### config.mk
export PLATFORM = sky130hd
export DESIGN_NAME = fetch_stage
export DESIGN_NICKNAME = d
export VERILOG_FILES = /design/src/rtl/riscv_pkg.sv /design/src/rtl/if_id_register.sv /design/src/rtl/fetch_stage.sv
export SDC_FILE = /design/constraint.sdc
export NUM_CORES = 1
export LEC_CHECK = 0
export BUFFER_PORTS_ARGS = -buffer_cell sky130_fd_sc_hd__buf_2
export CORE_MARGIN = 1
export CORE_UTILIZATION = 50
export CTS_CLUSTER_SIZE = 10
export DETAILED_ROUTE_END_ITERATION = 10
export PLACE_DENSITY = 0.74
export SLEW_MARGIN = 15
export SYNTH_ARGS = -nofsm -noshare
export SYNTH_HDL_FRONTEND = slang
export SYNTH_SLANG_ARGS = --single-unit
export TNS_END_PERCENT = 20
### constraint.sdc
create_clock -name clk -period 2.85 [get_ports clk]
set_clock_uncertainty 0.05 [all_clocks]
set_input_delay 0.285 -clock clk [delete_from_list [all_inputs] [get_ports clk]]
set_output_delay 0.285 -clock clk [all_outputs]
set_load 0.01 [all_outputs]
### src/rtl/riscv_pkg.sv
// riscv_pkg: shared constants and types for the RISC-V fetch stage.
//   NOP_INSTR     - canonical bubble instruction (addi x0,x0,0)
//   RESET_PC      - program counter value after reset
//   pcsrc_t       - next-PC select encodings driven from EX
//   fetch_state_t - instruction-fetch request FSM states
//   align_word()  - clears the low two bits of a target address
package riscv_pkg;

  localparam logic [31:0] NOP_INSTR = 32'h0000_0013;
  localparam logic [31:0] RESET_PC  = 32'h0000_0000;
  localparam logic [31:0] PC_STEP   = 32'h0000_0004;

  typedef enum logic [1:0] {
    PC_PLUS4  = 2'b00,
    PC_TARGET = 2'b01,
    PC_ALU    = 2'b10
  } pcsrc_t;

  typedef enum logic [1:0] {
    IDLE = 2'b00,
    REQ  = 2'b01,
    HOLD = 2'b10,
    DROP = 2'b11
  } fetch_state_t;

  // Instruction addresses are always word aligned.
  function automatic logic [31:0] align_word(input logic [31:0] addr);
    return {addr[31:2], 2'b00};
  endfunction

endpackage

### src/rtl/if_id_register.sv
// if_id_register: pipeline register between fetch and decode.
//   clk, rst_n          - clock, asynchronous active-low reset (loads a bubble)
//   i_flush             - load a bubble (highest priority)
//   i_stall             - hold current contents
//   i_load              - load i_instr/i_pc/i_pc_plus4 as a valid instruction;
//                         when neither stalled nor loading, a bubble is loaded
//   o_instr, o_pc, o_pc_plus4, o_valid - register contents
module if_id_register
  import riscv_pkg::*;
(
  input  logic        clk,
  input  logic        rst_n,
  input  logic        i_flush,
  input  logic        i_stall,
  input  logic        i_load,
  input  logic [31:0] i_instr,
  input  logic [31:0] i_pc,
  input  logic [31:0] i_pc_plus4,
  output logic [31:0] o_instr,
  output logic [31:0] o_pc,
  output logic [31:0] o_pc_plus4,
  output logic        o_valid
);

  logic [31:0] r_instr;
  logic [31:0] r_pc;
  logic [31:0] r_pc_plus4;
  logic        r_valid;

  // Decode-side register: flush beats stall beats load; anything else is a bubble.
  always_ff @(posedge clk or negedge rst_n) begin
    if (!rst_n) begin
      r_instr    <= NOP_INSTR;
      r_pc       <= 32'h0000_0000;
      r_pc_plus4 <= 32'h0000_0000;
      r_valid    <= 1'b0;
    end else if (i_flush) begin
      r_instr    <= NOP_INSTR;
      r_pc       <= 32'h0000_0000;
      r_pc_plus4 <= 32'h0000_0000;
      r_valid    <= 1'b0;
    end else if (i_stall) begin
      r_instr    <= r_instr;
      r_pc       <= r_pc;
      r_pc_plus4 <= r_pc_plus4;
      r_valid    <= r_valid;
    end else if (i_load) begin
      r_instr    <= i_instr;
      r_pc       <= i_pc;
      r_pc_plus4 <= i_pc_plus4;
      r_valid    <= 1'b1;
    end else begin
      r_instr    <= NOP_INSTR;
      r_pc       <= 32'h0000_0000;
      r_pc_plus4 <= 32'h0000_0000;
      r_valid    <= 1'b0;
    end
  end

  assign o_instr    = r_instr;
  assign o_pc       = r_pc;
  assign o_pc_plus4 = r_pc_plus4;
  assign o_valid    = r_valid;

endmodule

### src/rtl/fetch_stage.sv
// fetch_stage: RISC-V instruction fetch with a variable-latency memory port.
//   clk, rst_n             - clock, asynchronous active-low reset
//   StallF, StallD, FlushD - hazard-unit controls
//   PCSrcE                 - next-PC select (00 PC+4, 01 PCTargetE, 10 ALUResultE, 11 as 01)
//   PCTargetE, ALUResultE  - redirect targets from EX
//   imem_req, imem_addr    - memory request (valid / word address, stable until accepted)
//   imem_ready, imem_rdata - transfer completes when imem_req && imem_ready
//   InstrD, PCD, PCPlus4D, ValidD - IF/ID register contents
module fetch_stage
  import riscv_pkg::*;
(
  input  logic        clk,
  input  logic        rst_n,
  input  logic        StallF,
  input  logic        StallD,
  input  logic        FlushD,
  input  logic [1:0]  PCSrcE,
  input  logic [31:0] PCTargetE,
  input  logic [31:0] ALUResultE,
  output logic        imem_req,
  output logic [31:0] imem_addr,
  input  logic        imem_ready,
  input  logic [31:0] imem_rdata,
  output logic [31:0] InstrD,
  output logic [31:0] PCD,
  output logic [31:0] PCPlus4D,
  output logic        ValidD
);

  fetch_state_t r_state;
  fetch_state_t w_state_nxt;
  logic [31:0]  r_pcf;
  logic [31:0]  r_req_addr;
  logic [31:0]  r_buf;
  logic [31:0]  w_pcf_nxt;
  logic [31:0]  w_req_addr_nxt;
  logic [31:0]  w_buf_nxt;

  logic         w_redirect;
  logic [31:0]  w_target;
  logic         w_advance;
  logic         w_avail;
  logic [31:0]  w_word;
  logic [31:0]  w_pc_plus4;
  logic         w_if_load;

  assign w_redirect = (PCSrcE != 2'b00);
  assign w_advance  = !StallF && !StallD && !w_redirect;
  assign w_avail    = ((r_state == REQ) && imem_ready) || (r_state == HOLD);
  assign w_word     = (r_state == HOLD) ? r_buf : imem_rdata;
  assign w_pc_plus4 = r_pcf + PC_STEP;
  // Only a word fetched for the current, non-redirected PC may enter decode.
  assign w_if_load  = w_advance && w_avail;

  // Redirect target selection; the reserved 11 encoding aliases PC_TARGET.
  always_comb begin
    w_target = align_word(PCTargetE);
    case (PCSrcE)
      PC_ALU:  w_target = align_word(ALUResultE);
      default: w_target = align_word(PCTargetE);
    endcase
  end

  // Fetch FSM state, PC, request address and response buffer.
  always_ff @(posedge clk or negedge rst_n) begin
    if (!rst_n) begin
      r_state    <= IDLE;
      r_pcf      <= RESET_PC;
      r_req_addr <= RESET_PC;
      r_buf      <= 32'h0000_0000;
    end else begin
      r_state    <= w_state_nxt;
      r_pcf      <= w_pcf_nxt;
      r_req_addr <= w_req_addr_nxt;
      r_buf      <= w_buf_nxt;
    end
  end

  // Next-state logic. Redirect wins over stalls. An outstanding request is
  // never withdrawn: on redirect without ready the FSM parks in DROP, keeping
  // imem_addr stable, and discards whatever that request returns.
  always_comb begin
    w_state_nxt    = r_state;
    w_pcf_nxt      = r_pcf;
    w_req_addr_nxt = r_req_addr;
    w_buf_nxt      = r_buf;
    case (r_state)
      IDLE: begin
        w_state_nxt    = REQ;
        w_req_addr_nxt = r_pcf;
      end
      REQ: begin
        if (w_redirect) begin
          w_pcf_nxt = w_target;
          if (imem_ready) begin
            w_state_nxt    = REQ;
            w_req_addr_nxt = w_target;
          end else begin
            w_state_nxt = DROP;
          end
        end else if (w_advance) begin
          if (imem_ready) begin
            w_pcf_nxt      = w_pc_plus4;
            w_req_addr_nxt = w_pc_plus4;
          end else begin
            w_state_nxt = REQ;
          end
        end else begin
          if (imem_ready) begin
            w_state_nxt = HOLD;
            w_buf_nxt   = imem_rdata;
          end else begin
            w_state_nxt = REQ;
          end
        end
      end
      HOLD: begin
        if (w_redirect) begin
          w_state_nxt    = REQ;
          w_pcf_nxt      = w_target;
          w_req_addr_nxt = w_target;
        end else if (w_advance) begin
          w_state_nxt    = REQ;
          w_pcf_nxt      = w_pc_plus4;
          w_req_addr_nxt = w_pc_plus4;
        end else begin
          w_state_nxt = HOLD;
        end
      end
      DROP: begin
        if (w_redirect) begin
          w_pcf_nxt = w_target;
          if (imem_ready) begin
            w_state_nxt    = REQ;
            w_req_addr_nxt = w_target;
          end else begin
            w_state_nxt = DROP;
          end
        end else begin
          // PCF already holds the redirect target captured on DROP entry.
          if (imem_ready) begin
            w_state_nxt    = REQ;
            w_req_addr_nxt = r_pcf;
          end else begin
            w_state_nxt = DROP;
          end
        end
      end
      default: begin
        w_state_nxt = IDLE;
      end
    endcase
  end

  assign imem_req  = (r_state == REQ) || (r_state == DROP);
  assign imem_addr = r_req_addr;

  if_id_register u_if_id (
    .clk        (clk),
    .rst_n      (rst_n),
    .i_flush    (FlushD),
    .i_stall    (StallD),
    .i_load     (w_if_load),
    .i_instr    (w_word),
    .i_pc       (r_pcf),
    .i_pc_plus4 (w_pc_plus4),
    .o_instr    (InstrD),
    .o_pc       (PCD),
    .o_pc_plus4 (PCPlus4D),
    .o_valid    (ValidD)
  );

endmodule
==> results.md <==
- Status: finished, final reports clean
- Worst setup SP type: register
- Internal: 6.77 mW
- Sequential share of the synthesized area: 0.450
- Post-synthesis instance area: 10700 µm²
- Die Span Y: 149 µm
- CP max FO: 15
- Final #Nets: 1497
- Final worst path period need: 2.63 ns
- Net Sw Frac: 0.422
- Reg power frac: 0.355
- Layout cells sized above 1: 0.276
- Final Slew Violations: 0
- Die area: 22100 µm²
- WL final: 35700 µm
- Worst setup EP type: register
- Post-synth ARST share: 1.00
- Arr. time, crit path: 2.93 ns
- Via-per-instance ratio: 6.25
- Worst-path cell chain: inv_1 -> ha_2 -> buf_4 -> nor2_1 -> o22ai_1 -> and2_1 -> nor2_1 -> o211ai_1 -> o22ai_1
- DRC viols: 0
- Most instantiated library cell after synthesis: dfrtp_1
- TNS Setup: 0 ns
- Worst Path Required: 3.15 ns
- Net count after synthesis: 1295
- Fmax: 381 MHz
- Detailed placement HPWL: 25000 µm
- Clock latency on the worst-skew pair: 0.43 ns
- Critical path's largest stage delay: 0.60 ns
- Initial antenna violation count: 0
- Reg2Reg Setup Slack: 0.22 ns
- Synth Flop Type: dfrtp_1
- Avg Synthesized Cell Area: 9.06 µm²
- TritonCTS Sinks: 193
- H-tree levels: 4
- Fin. Hold Viols: 0
- Row Count: 53
- Setup crit start: r_state[0]
- Die Wd: 149 µm
- PwrDens: 901 nW/µm²
- Clock-pin slew on the worst setup and hold paths: 0.08 ns
- Combinational share of power: 0.440
- IO Port Bufs: 229
- Router iterations before antenna repair: 6
- Family with the most delay on the worst path: simple AND/OR/NAND/NOR gates
- Total track usage: 0.327
- Number of synthesized flops with an enable pin: 0
- Crit Path Class: register to register
- Post-Layout Cell Count: 1675
- Hold Startpoint: imem_rdata[21]
- Iter 0 DRT Violations: 1045
- Min-delay worst type: input pin to register
- CP max stage cell: nor2_1
- Core Footprint: 21000 µm²
- Area added between synthesis and finish: 20.9%
- Synth top area cells: dfrtp_1 (44%), o21ai_0 (6.6%), nand2_1 (5.2%)
- Area share of the leading cell type in the synthesized netlist: 0.443
- Starting Density: 0.511
- First-pass GRT wire length: 55800 µm
- Yosys cell types: 72
- Worst slew margin: 0.482
- Largest net degree at the start of global routing: 93
- Pleak: 6.10 nW
- Design area: 13000 µm²
- Maximum VDD drop: 523 µV
- CP bufs+invs: 2
- Cells after DPL: 1643
- Root Driver: clkbuf_16
- Dpl cell area: 12400 µm²
- Cts bufs inserted: 17
- Area leader, netlist: dfrtp_1
- Post-route clock period utilization: 0.922
- Via count of the first global-routing pass: 10000
- Synth Instances: 1186
- Ant. Diodes: 0
- CTS tree: built
- Placer Congestion: 0.971
- Worst r2r src: r_state[0]
- Synth cell count leaders: dfrtp_1 (190), nand2_1 (150), o21ai_0 (141)
- Clock power frac: 0.206
- Global route total overflow: 0
- Max Buffers Root-to-Sink: 2
- Number of synthesized register bits: 193
- Antenna Violating Nets Remaining: 0
- RSZ-0062 raised after global routing: no
- Sw power: 4.94 mW
- Total of max-cap violations: 0
- WL/cell: 21.3 µm
- Postcts setup bufs: 0
- # IOs: 234
- Synth warnings: 0
- Routed via count: 10500
- Final setup violation count: 0
- Actual slew at the worst max-slew pin: 0.775 ns
==> routing by layer <==
metal | part of all wire | vias to the layer above | GRT usage | wire [µm]
li1 | - | 4724 | - | -
met1 | 0.40 | 5018 | 0.433 | 14400
met2 | 0.47 | 618 | 0.521 | 16900
met3 | 0.090 | 104 | 0.0632 | 3210
met4 | 0.036 | 0 | 0.145 | 1270
met5 | 0 | - | 0 | 0
==> repair_timing <==
action / 4_1_cts / 5_1_grt
resized for setup: 0 / 0
setup endpoints to repair: 0 / 0
hold buffers: 1 / 0
hold endpoints to repair: 73 / 0
==> state kept, by name, indices dropped and copies added (netlist names) <==
register,flops
u_if_id.o_pc,30
r_buf,32
u_if_id.o_pc_plus4,32
u_if_id.o_instr,32
u_if_id.o_valid,1
r_pcf,32
r_state,2
imem_addr,32
==> final timing paths <==
| path | endpoint | depth (start not counted) |
|---|---|---|
| min | r_buf[21] | 2 |
| max reg2reg | imem_addr[31] | 9 |
| min in group asynchronous | imem_addr[27] | 2 |
| max | imem_addr[31] | 9 |
| min reg2reg | u_if_id.o_instr[20] | 2 |
| max in group asynchronous | u_if_id.o_instr[1] | 3 |
==> placed cells by master, fill, tap and decap left out, types with 6 or more instances in the layout <==
cell       Yosys  final
a221oi_1      13     13
nand3_1       25     25
and2_1         7      7
o221ai_1       6      6
xnor2_1       21     21
o311ai_0       7      7
mux2_2        36     36
nor3b_1        6      6
a31oi_1        8      8
nor2_1        62     60
a221o_1       11     11
a21o_1         7      7
or3_1          7      6
nand2_1      150    150
xor2_1         7      7
buf_2         18    228
buf_12         0      6
a22o_1        34     34
nand4_1        8      8
o22ai_1       22     21
o21a_1         8      8
buf_4          3     63
o22a_1         7      7
and3_1        19     19
inv_1         16     16
a21oi_1      102    102
mux2i_1       54     54
clkbuf_16      0     17
o21ai_0      141    141
nor3_1        20     19
dfrtp_1      190    190
==> cells by family (layout without fill, tap and decap cells) <==
| family | count (synthesis) | in the layout | synth area share |
|---|---|---|---|
| DFF | 193 | 193 | 0.450 |
| adders and majority gates | 5 | 5 | 0.00582 |
| xor gates and xnor gates | 28 | 28 | 0.0228 |
| buffers and inverters | 132 | 346 | 0.0493 |
| and+or+nand+nor | 328 | 328 | 0.143 |
| muxes | 91 | 91 | 0.0894 |
| AOI/OAI and AO/OA | 409 | 409 | 0.239 |
==> power groups by stage <==
stage	Sequential [mW]	Clock, mW	Combinational [mW]
floorplan	3.95	0	3.33
global placement	4.13	0	4.94
detailed placement	4.17	0	5.03
CTS	4.12	2.43	5.06
global route	4.23	2.53	5.56
finish	4.15	2.41	5.15
==> per-stage QoR <==
stage / util / setup slack [ns] / total power [mW] / hold slack [ns]
floorplan: - / 0.551 / 7.28 / -0.0606
global placement: 0.590 / 0.408 / 9.07 / 0.322
detailed placement: 0.590 / 0.367 / 9.20 / 0.327
CTS: 0.618 / 0.346 / 11.6 / 0.0238
global route: 0.618 / 0.0273 / 12.3 / 0.0394
finish: 0.618 / 0.223 / 11.7 / 0.0446
==> area by class of cell <==
class | count | area (µm²)
tap | 275 | 344
timing repair buffer | 299 | 1760
clock inverter | 13 | 153
multi-input combinational | 861 | 5410
fill | 1863 | 8030
sequential | 193 | 4830
inverter | 16 | 60.1
clock buffer | 18 | 429
No activity file was read; power rests on OpenSTA's default activity.
